==> src/rtl/mod8_cascade_display.sv <==
// Two-digit octal cascade on an upstream mod-8 counter, multiplexed onto an active-low 7-seg display.
// Define MOD8_DISPLAY_DIR_EN to add the dp_n count-direction indicator on the low digit.
module mod8_cascade_display #(
  parameter int unsigned SCAN_DIV = 4
) (
  input  logic       CP,
  input  logic       reset,
  input  logic       M,
  input  logic [3:0] Q,
  input  logic       Qcc_n,
  output logic [2:0] hi_digit,
  output logic [5:0] total,
  output logic       ovf,
  output logic [1:0] an_n,
  output logic [6:0] seg_n
`ifdef MOD8_DISPLAY_DIR_EN
  ,
  output logic       dp_n
`endif
);

  localparam int unsigned CNT_W = (SCAN_DIV > 2) ? $clog2(SCAN_DIV) : 1;

  logic             qcc_prev;
  logic             sel;
  logic [CNT_W-1:0] scan_cnt;
  logic             wrap;

  // Active-low {g,f,e,d,c,b,a}; anything beyond 7 renders as a dash
  function automatic logic [6:0] seg_decode(input logic [3:0] v);
    logic [6:0] s;
    case (v)
      4'd0:    s = 7'h40;
      4'd1:    s = 7'h79;
      4'd2:    s = 7'h24;
      4'd3:    s = 7'h30;
      4'd4:    s = 7'h19;
      4'd5:    s = 7'h12;
      4'd6:    s = 7'h02;
      4'd7:    s = 7'h78;
      default: s = 7'h3F;
    endcase
    return s;
  endfunction

  // A held-low carry only counts once: react to the falling transition
  assign wrap  = qcc_prev & ~Qcc_n;
  assign total = {hi_digit, Q[2:0]};

  always_ff @(posedge CP or posedge reset) begin
    if (reset) begin
      hi_digit <= 3'd0;
      ovf      <= 1'b0;
      qcc_prev <= 1'b1;
      scan_cnt <= '0;
      sel      <= 1'b0;
      an_n     <= 2'b11;
      seg_n    <= 7'h7F;
`ifdef MOD8_DISPLAY_DIR_EN
      dp_n     <= 1'b1;
`endif
    end else begin
      qcc_prev <= Qcc_n;

      if (wrap) begin
        if (M) begin
          hi_digit <= hi_digit + 3'd1;
          if (hi_digit == 3'd7) ovf <= 1'b1;
        end else begin
          hi_digit <= hi_digit - 3'd1;
          if (hi_digit == 3'd0) ovf <= 1'b1;
        end
      end

      if (scan_cnt == CNT_W'(SCAN_DIV - 1)) begin
        scan_cnt <= '0;
        sel      <= ~sel;
      end else begin
        scan_cnt <= scan_cnt + CNT_W'(1);
      end

      an_n  <= sel ? 2'b01 : 2'b10;
      seg_n <= seg_decode(sel ? {1'b0, hi_digit} : Q);
`ifdef MOD8_DISPLAY_DIR_EN
      dp_n  <= sel ? 1'b1 : ~M;
`endif
    end
  end

endmodule

==> config.mk <==
export PLATFORM = sky130hd
export DESIGN_NAME = mod8_cascade_display
export DESIGN_NICKNAME = d
export VERILOG_FILES = /design/src/rtl/mod8_cascade_display.sv
export SDC_FILE = /design/constraint.sdc
export NUM_CORES = 1
export LEC_CHECK = 0
export BUFFER_PORTS_ARGS = -buffer_cell sky130_fd_sc_hd__buf_2
export CORE_MARGIN = 5
export CORE_UTILIZATION = 51
export DETAILED_ROUTE_END_ITERATION = 8
export PLACE_DENSITY_LB_ADDON = 0.3
export REMOVE_ABC_BUFFERS = 1
export SYNTH_ARGS = -nofsm -noshare
export SYNTH_HDL_FRONTEND = slang
export SYNTH_SLANG_ARGS = --single-unit
==> constraint.sdc <==
create_clock -name CP -period 2.3 [get_ports CP]
set_input_delay 0 -clock CP [delete_from_list [all_inputs] [get_ports CP]]
set_output_delay 0 -clock CP [all_outputs]
set_load 0.1 [all_outputs]
==> impl_metrics.yaml, run 1 <==
status:
  outcome: "complete, no violations"
worst_setup_path:
  rr_endpoint: "seg_n[4]$_DFF_PP1_"
  cp_max_fo: 8
  rr_worst_depth: 5
  path_buf_inv: 1
  arrival_ps: 1890
  required_ps: 2540
  reg2reg_slack_ps: 650
  crit_chain: "mux2i_1 > inv_1 > ha_1 > mux2_4 > nand2_2"
  cpPeakStageDelay_ps: 560
  r2r-start: "sel$_DFFE_PP0N_"
  cpMaxStageDelayCell: "dfrtp_1"
  cp-end-kind: "flip-flop"
  crit_type: "reg -> reg"
  cpLargestDelayFamily: "multiplexers"
  setup.worst_path.start_class: "flip-flop"
floorplanning:
  ios: 27
  die_w_um: 50.1
  core_um2: 1510
  start_util: 0.543
  die_h_um: 50.1
  placementRows: 14
  fp.dieArea_um2: 2510
clock_network:
  clock_path_buffers: 2
  cts.sinks: 17
  cts_buffers: 3
  cts_setup_buffers: 0
  clk_latency_ps: 290
  clock-root-buffer: "clkbuf_4"
  cts_max_level: 1
  tritoncts: "done"
  clk_pin_slew_worst_paths_ps: 100
logic_synthesis:
  ys_types: 24
  syn_inst: 66
  ys_ff_latch: 17
  synth.area.top_cells: "dfstp_2 (32%), dfrtp_1 (21%), ha_1 (7.6%)"
  synth_top_cell_by_area: "dfstp_2"
  syn_avg_cell_area_um2: 12.4
  yosys_warnings: 0
  synth_top_area_frac: 0.321
  syn_area_um2: 818
  yosysSeqAreaShare: 0.535
timing:
  setup_violations: 0
  rsz0062_at_grt: "false"
  worst_slew_pin_slew_ps: 591
  finalHoldViolCount: 0
  fmax_mhz: 606
  period_share: 0.718
  maxSlewHeadroom: 0.605
  skew_ps: 3.14
  tns_ps: 0
  slew_violations: 0
  fin_crit_ps: 1650
routing:
  drt-initial-drc-count: 4
  route.met2.wl_um: 534
  m1WireLength_um: 510
  dr_wl_met3_um: 142
  vias_per_cell: 4.79
  drc: 0
  routed_wl_um: 1220
  top_layer: "met4"
  ant_nets: 0
  firstDrtPassIters: 4
  drt-wirelength-per-cell_um: 11.3
  num_vias: 517
layout:
  finalNetCount: 107
  fillers: 123
  ff_latch_area_um2: 438
  antenna_cells: 0
  area_growth_pct: 18.3
  final_layout_size_suffix_gt1_frac: 0.489
  multi_input_area_um2: 305
placed_design:
  gp_congestion: 0.728
  dpl.hpwl_um: 957
  portBuffers: 26
hold_path:
  hp-class: "in -> reg"
  hold_end: "seg_n[2]$_DFF_PP1_"
  hold_depth: 4
  min_from: "Q[2]"
grt:
  overflow: 0
  grt_max_degree: 18
  grt_pass1_vias: 506
  grt_util_all_layers: 0.113
  grt_pass1_wl_um: 2150
  grt_antenna_before_repair: 0
job:
  cap_violations: 0
## worst max-delay path by stage
stage                                    end               startpoint  slack, ps  cells after the start
final                     seg_n[4]$_DFF_PP1_          sel$_DFFE_PP0N_        650                      5
after floorplan           seg_n[4]$_DFF_PP1_  hi_digit[0]$_DFFE_PP0P_       -380                      4
after CTS                 seg_n[4]$_DFF_PP1_          sel$_DFFE_PP0N_        630                      5
after global placement    seg_n[4]$_DFF_PP1_          sel$_DFFE_PP0N_        690                      5
after global routing      seg_n[3]$_DFF_PP1_          sel$_DFFE_PP0N_        500                      5
after detailed placement  seg_n[4]$_DFF_PP1_          sel$_DFFE_PP0N_        660                      5
## cells in the final DEF (no fill, tap or decap), types with 2 or more instances in the layout
cell type / netlist / layout
mux2_2: 2 / 2
clkbuf_4: 0 / 3
xnor2_1: 2 / 2
dlygate4sd3_1: 0 / 3
dfstp_2: 10 / 10
a21oi_1: 2 / 2
nand2_1: 10 / 10
mux2i_1: 2 / 2
inv_1: 5 / 5
ha_1: 5 / 5
buf_2: 0 / 26
dfrtp_1: 7 / 7
xor2_1: 2 / 2
## area by class of cell
cell class                      instances  share of cell area
Sequential cell                        17               0.452
Inverter                                5              0.0194
Clock buffer                            4              0.0271
Timing Repair Buffer                   29               0.165
Tap cell                               16              0.0207
Multi-Input combinational cell         37               0.315
## stage by stage
step                hold WS [ps]  setup slack (ps)  instance area (um2)  cells   util
floorplan                  -81.2              -380                  762     59      -
global placement            91.3               690                  912    101  0.605
detailed placement          95.1               657                  912    101  0.605
CTS                         18.6               630                  968    108  0.643
global route                40.3               505                  968    108  0.643
finish                      23.0               649                  968    108  0.643
## tightest hold or removal path: stages
cell     delay (ps)
buf_2           120
mux2i_4          90
nand2_1          70
nand2_1          50
## sequential cells by signal (all words and copies together) (netlist names)
signal,cells
scan_cnt,2
an_n,2
sel,1
hi_digit,3
seg_n,7
ovf,1
qcc_prev,1
## metal layers
layer / up-vias / global-route usage
li1: 259 / -
met1: 231 / 0.136
met2: 24 / 0.163
met3: 3 / 0.0422
met4: 0 / 0.0786
met5: - / 0
## what timing repair did
item	in CTS	in global routing
endpoints found under the hold margin	12	0
hold buffers	3	0
resized for setup	0	0
## cells by family (layout without fill, tap and decap cells)
group | count (synthesis) | count (layout) | synth area share
multiplexers | 6 | 6 | 0.0979
buffers and inverters | 12 | 38 | 0.0917
AO/OA/AOI/OAI | 6 | 6 | 0.0474
AND/OR/NAND/NOR | 15 | 15 | 0.0841
flip-flops | 17 | 17 | 0.535
adder cells (fa/ha/maj) | 6 | 6 | 0.101
XOR/XNOR | 4 | 4 | 0.0428
## synth_stat cells
cell,instances
a21o_1,1
a21oi_1,2
and2b_2,1
buf_4,6
buf_6,1
dfrtp_1,7
dfstp_2,10
fa_1,1
ha_1,5
inv_1,5
mux2_2,2
mux2_4,1
mux2i_1,2
mux2i_4,1
nand2_1,10
nand2_2,1
nand4_1,1
nor2_1,1
nor2b_1,1
o211ai_1,1
o21ai_0,1
o41ai_1,1
xnor2_1,2
xor2_1,2
Power of run 1 is left out: the tool's default activity adds up to more than one toggle a clock period on the data nets, which glitch-free logic cannot reach.
==> run 2: changes to the inputs <==
--- a/config.mk
+++ b/config.mk
@@ -7,7 +7,7 @@
 export LEC_CHECK = 0
 export BUFFER_PORTS_ARGS = -buffer_cell sky130_fd_sc_hd__buf_2
 export CORE_MARGIN = 5
-export CORE_UTILIZATION = 51
+export CORE_UTILIZATION = 48
 export DETAILED_ROUTE_END_ITERATION = 8
 export PLACE_DENSITY_LB_ADDON = 0.3
 export REMOVE_ABC_BUFFERS = 1
==> constraint.sdc (replaced) <==
create_clock -name CP -period 1.6 [get_ports CP]
set_input_delay 0 -clock CP [delete_from_list [all_inputs] [get_ports CP]]
set_output_delay 0 -clock CP [all_outputs]
set_load 0.1 [all_outputs]
==> impl_metrics.yaml, run 2 (synthesis results as in run 1) <==
routing:
  top_layer: "met4"
  routed_wl_um: 1330
  drt-wirelength-per-cell_um: 11.9
  route.met2.wl_um: 593
  vias_per_cell: 4.81
  dr_wl_met3_um: 129
  m1WireLength_um: 565
  ant_nets: 0
  num_vias: 539
  firstDrtPassIters: 4
  drt-initial-drc-count: 14
  drc: 0
grt:
  grt_util_all_layers: 0.127
  overflow: 0
  grt_pass1_wl_um: 2420
  grt_antenna_before_repair: 0
  grt_pass1_vias: 574
  grt_max_degree: 18
worst_setup_path:
  setup.worst_path.start_class: "flip-flop"
  cp_max_fo: 7
  arrival_ps: 1670
  cp-end-kind: "flip-flop"
  crit_type: "reg -> reg"
  required_ps: 1820
timing:
  maxSlewHeadroom: 0.595
  rsz0062_at_grt: "false"
  period_share: 0.906
  setup_ws_ps: 150
  fin_crit_ps: 1450
  slew_violations: 0
  fmax_mhz: 690
  setup_violations: 0
  finalHoldViolCount: 0
  tns_ps: 0
  worst_slew_pin_slew_ps: 607
  skew_ps: 2.60
power_and_ir_drop:
  p_leak_nw: 0.489
  power_density_nw_per_um2: 1910
  vdd_drop_max_uv: 1900
clock_network:
  cts_buffers: 3
  clk_latency_ps: 290
  clock-root-buffer: "clkbuf_4"
  cts_resized: 0
  clock_path_buffers: 2
  clk_pin_slew_worst_paths_ps: 90
  cts.sinks: 17
  cts_max_level: 1
  tritoncts: "done"
status:
  outcome: "complete, no violations"
layout:
  antenna_cells: 0
  top_regs: "seg_n (7), hi_digit (3)"
  final_layout_size_suffix_gt1_frac: 0.516
  final_cell_mix: "buf_2 (26), nand2_1 (10), dfstp_2 (10)"
  finalNetCount: 110
  ff_latch_area_um2: 438
  final_common_cell: "buf_2"
  largest-register: "seg_n"
  largest_reg_flops: 7
  fin_area_um2: 993
  multi_input_area_um2: 305
  area_growth_pct: 21.4
  fillers: 146
placed_design:
  post_dp_cell_area_um2: 936
  gp_congestion: 0.724
  portBuffers: 26
  place_ws_ps: 160
  dpl.hpwl_um: 1020
floorplanning:
  die_h_um: 51.3
  ios: 27
  die_w_um: 51.3
  fp.dieArea_um2: 2630
  core_um2: 1670
  start_util: 0.490
  placementRows: 15
hold_path:
  hp-class: "in -> reg"
job:
  cap_violations: 0
## run 2: layout make-up
cell class,count,share of cell area
clock buffers,3,0.0227
clock inverters,1,0.00504
inverters,5,0.0189
multi-input cells,37,0.307
flip-flops and latches,17,0.441
well taps,17,0.0214
repair buffers,32,0.184
## run 2: worst paths after layout
check | start | endpoint | slack [ps] | depth (start not counted)
worst max-delay path | hi_digit[0]$_DFFE_PP0P_ | seg_n[3]$_DFF_PP1_ | 150 | 5
worst min-delay path | Q[2] | seg_n[2]$_DFF_PP1_ | 30 | 4
worst max register to register | hi_digit[0]$_DFFE_PP0P_ | seg_n[3]$_DFF_PP1_ | 150 | 5
worst min register to register | scan_cnt[0]$_DFF_PP0_ | scan_cnt[0]$_DFF_PP0_ | 460 | 1
max in group asynchronous | reset | scan_cnt[1]$_DFF_PP0_ | 890 | 3
min in group asynchronous | reset | sel$_DFFE_PP0N_ | 320 | 3
## run 2: what timing repair did
| item | in CTS | in global routing |
|---|---|---|
| endpoints found under the hold margin | 12 | 0 |
| hold buffers | 3 | 0 |
| setup buffers | 0 | 0 |
## run 2: report_power, final
part	leakage, nW	internal, mW	switching (mW)
Sequential	0.188	0.504	0.0910
Combinational	0.284	0.168	0.910
Clock	0.0177	0.0929	0.129
Total	0.489	0.765	1.13
## run 2: worst max-delay path, cell delays in order, from the launching register on
cell and delay [ps]:
dfrtp_1 470, mux2i_1 340, inv_1 120, ha_1 210, a21oi_1 140, o21ai_0 100
## run 2: per-layer routing
layer,up-vias,global-route usage
li1,265,-
met3,5,0.0262
met1,242,0.155
met2,27,0.204
met5,-,0
met4,0,0.0786
## run 2: through the flow
stage / cells / utilization / hold WS (ps) / total power, mW
3_3_place_gp: 105 / 0.560 / 93.1 / 1.68
2_1_floorplan: 59 / - / -81.2 / 1.48
4_1_cts: 112 / 0.595 / 13.9 / 1.92
5_1_grt: 112 / 0.595 / 33.4 / 2.00
6_report: 112 / 0.595 / 27.4 / 1.89
3_5_place_dp: 105 / 0.560 / 102 / 1.68
Note: power is estimated with default switching activity, not from simulation.
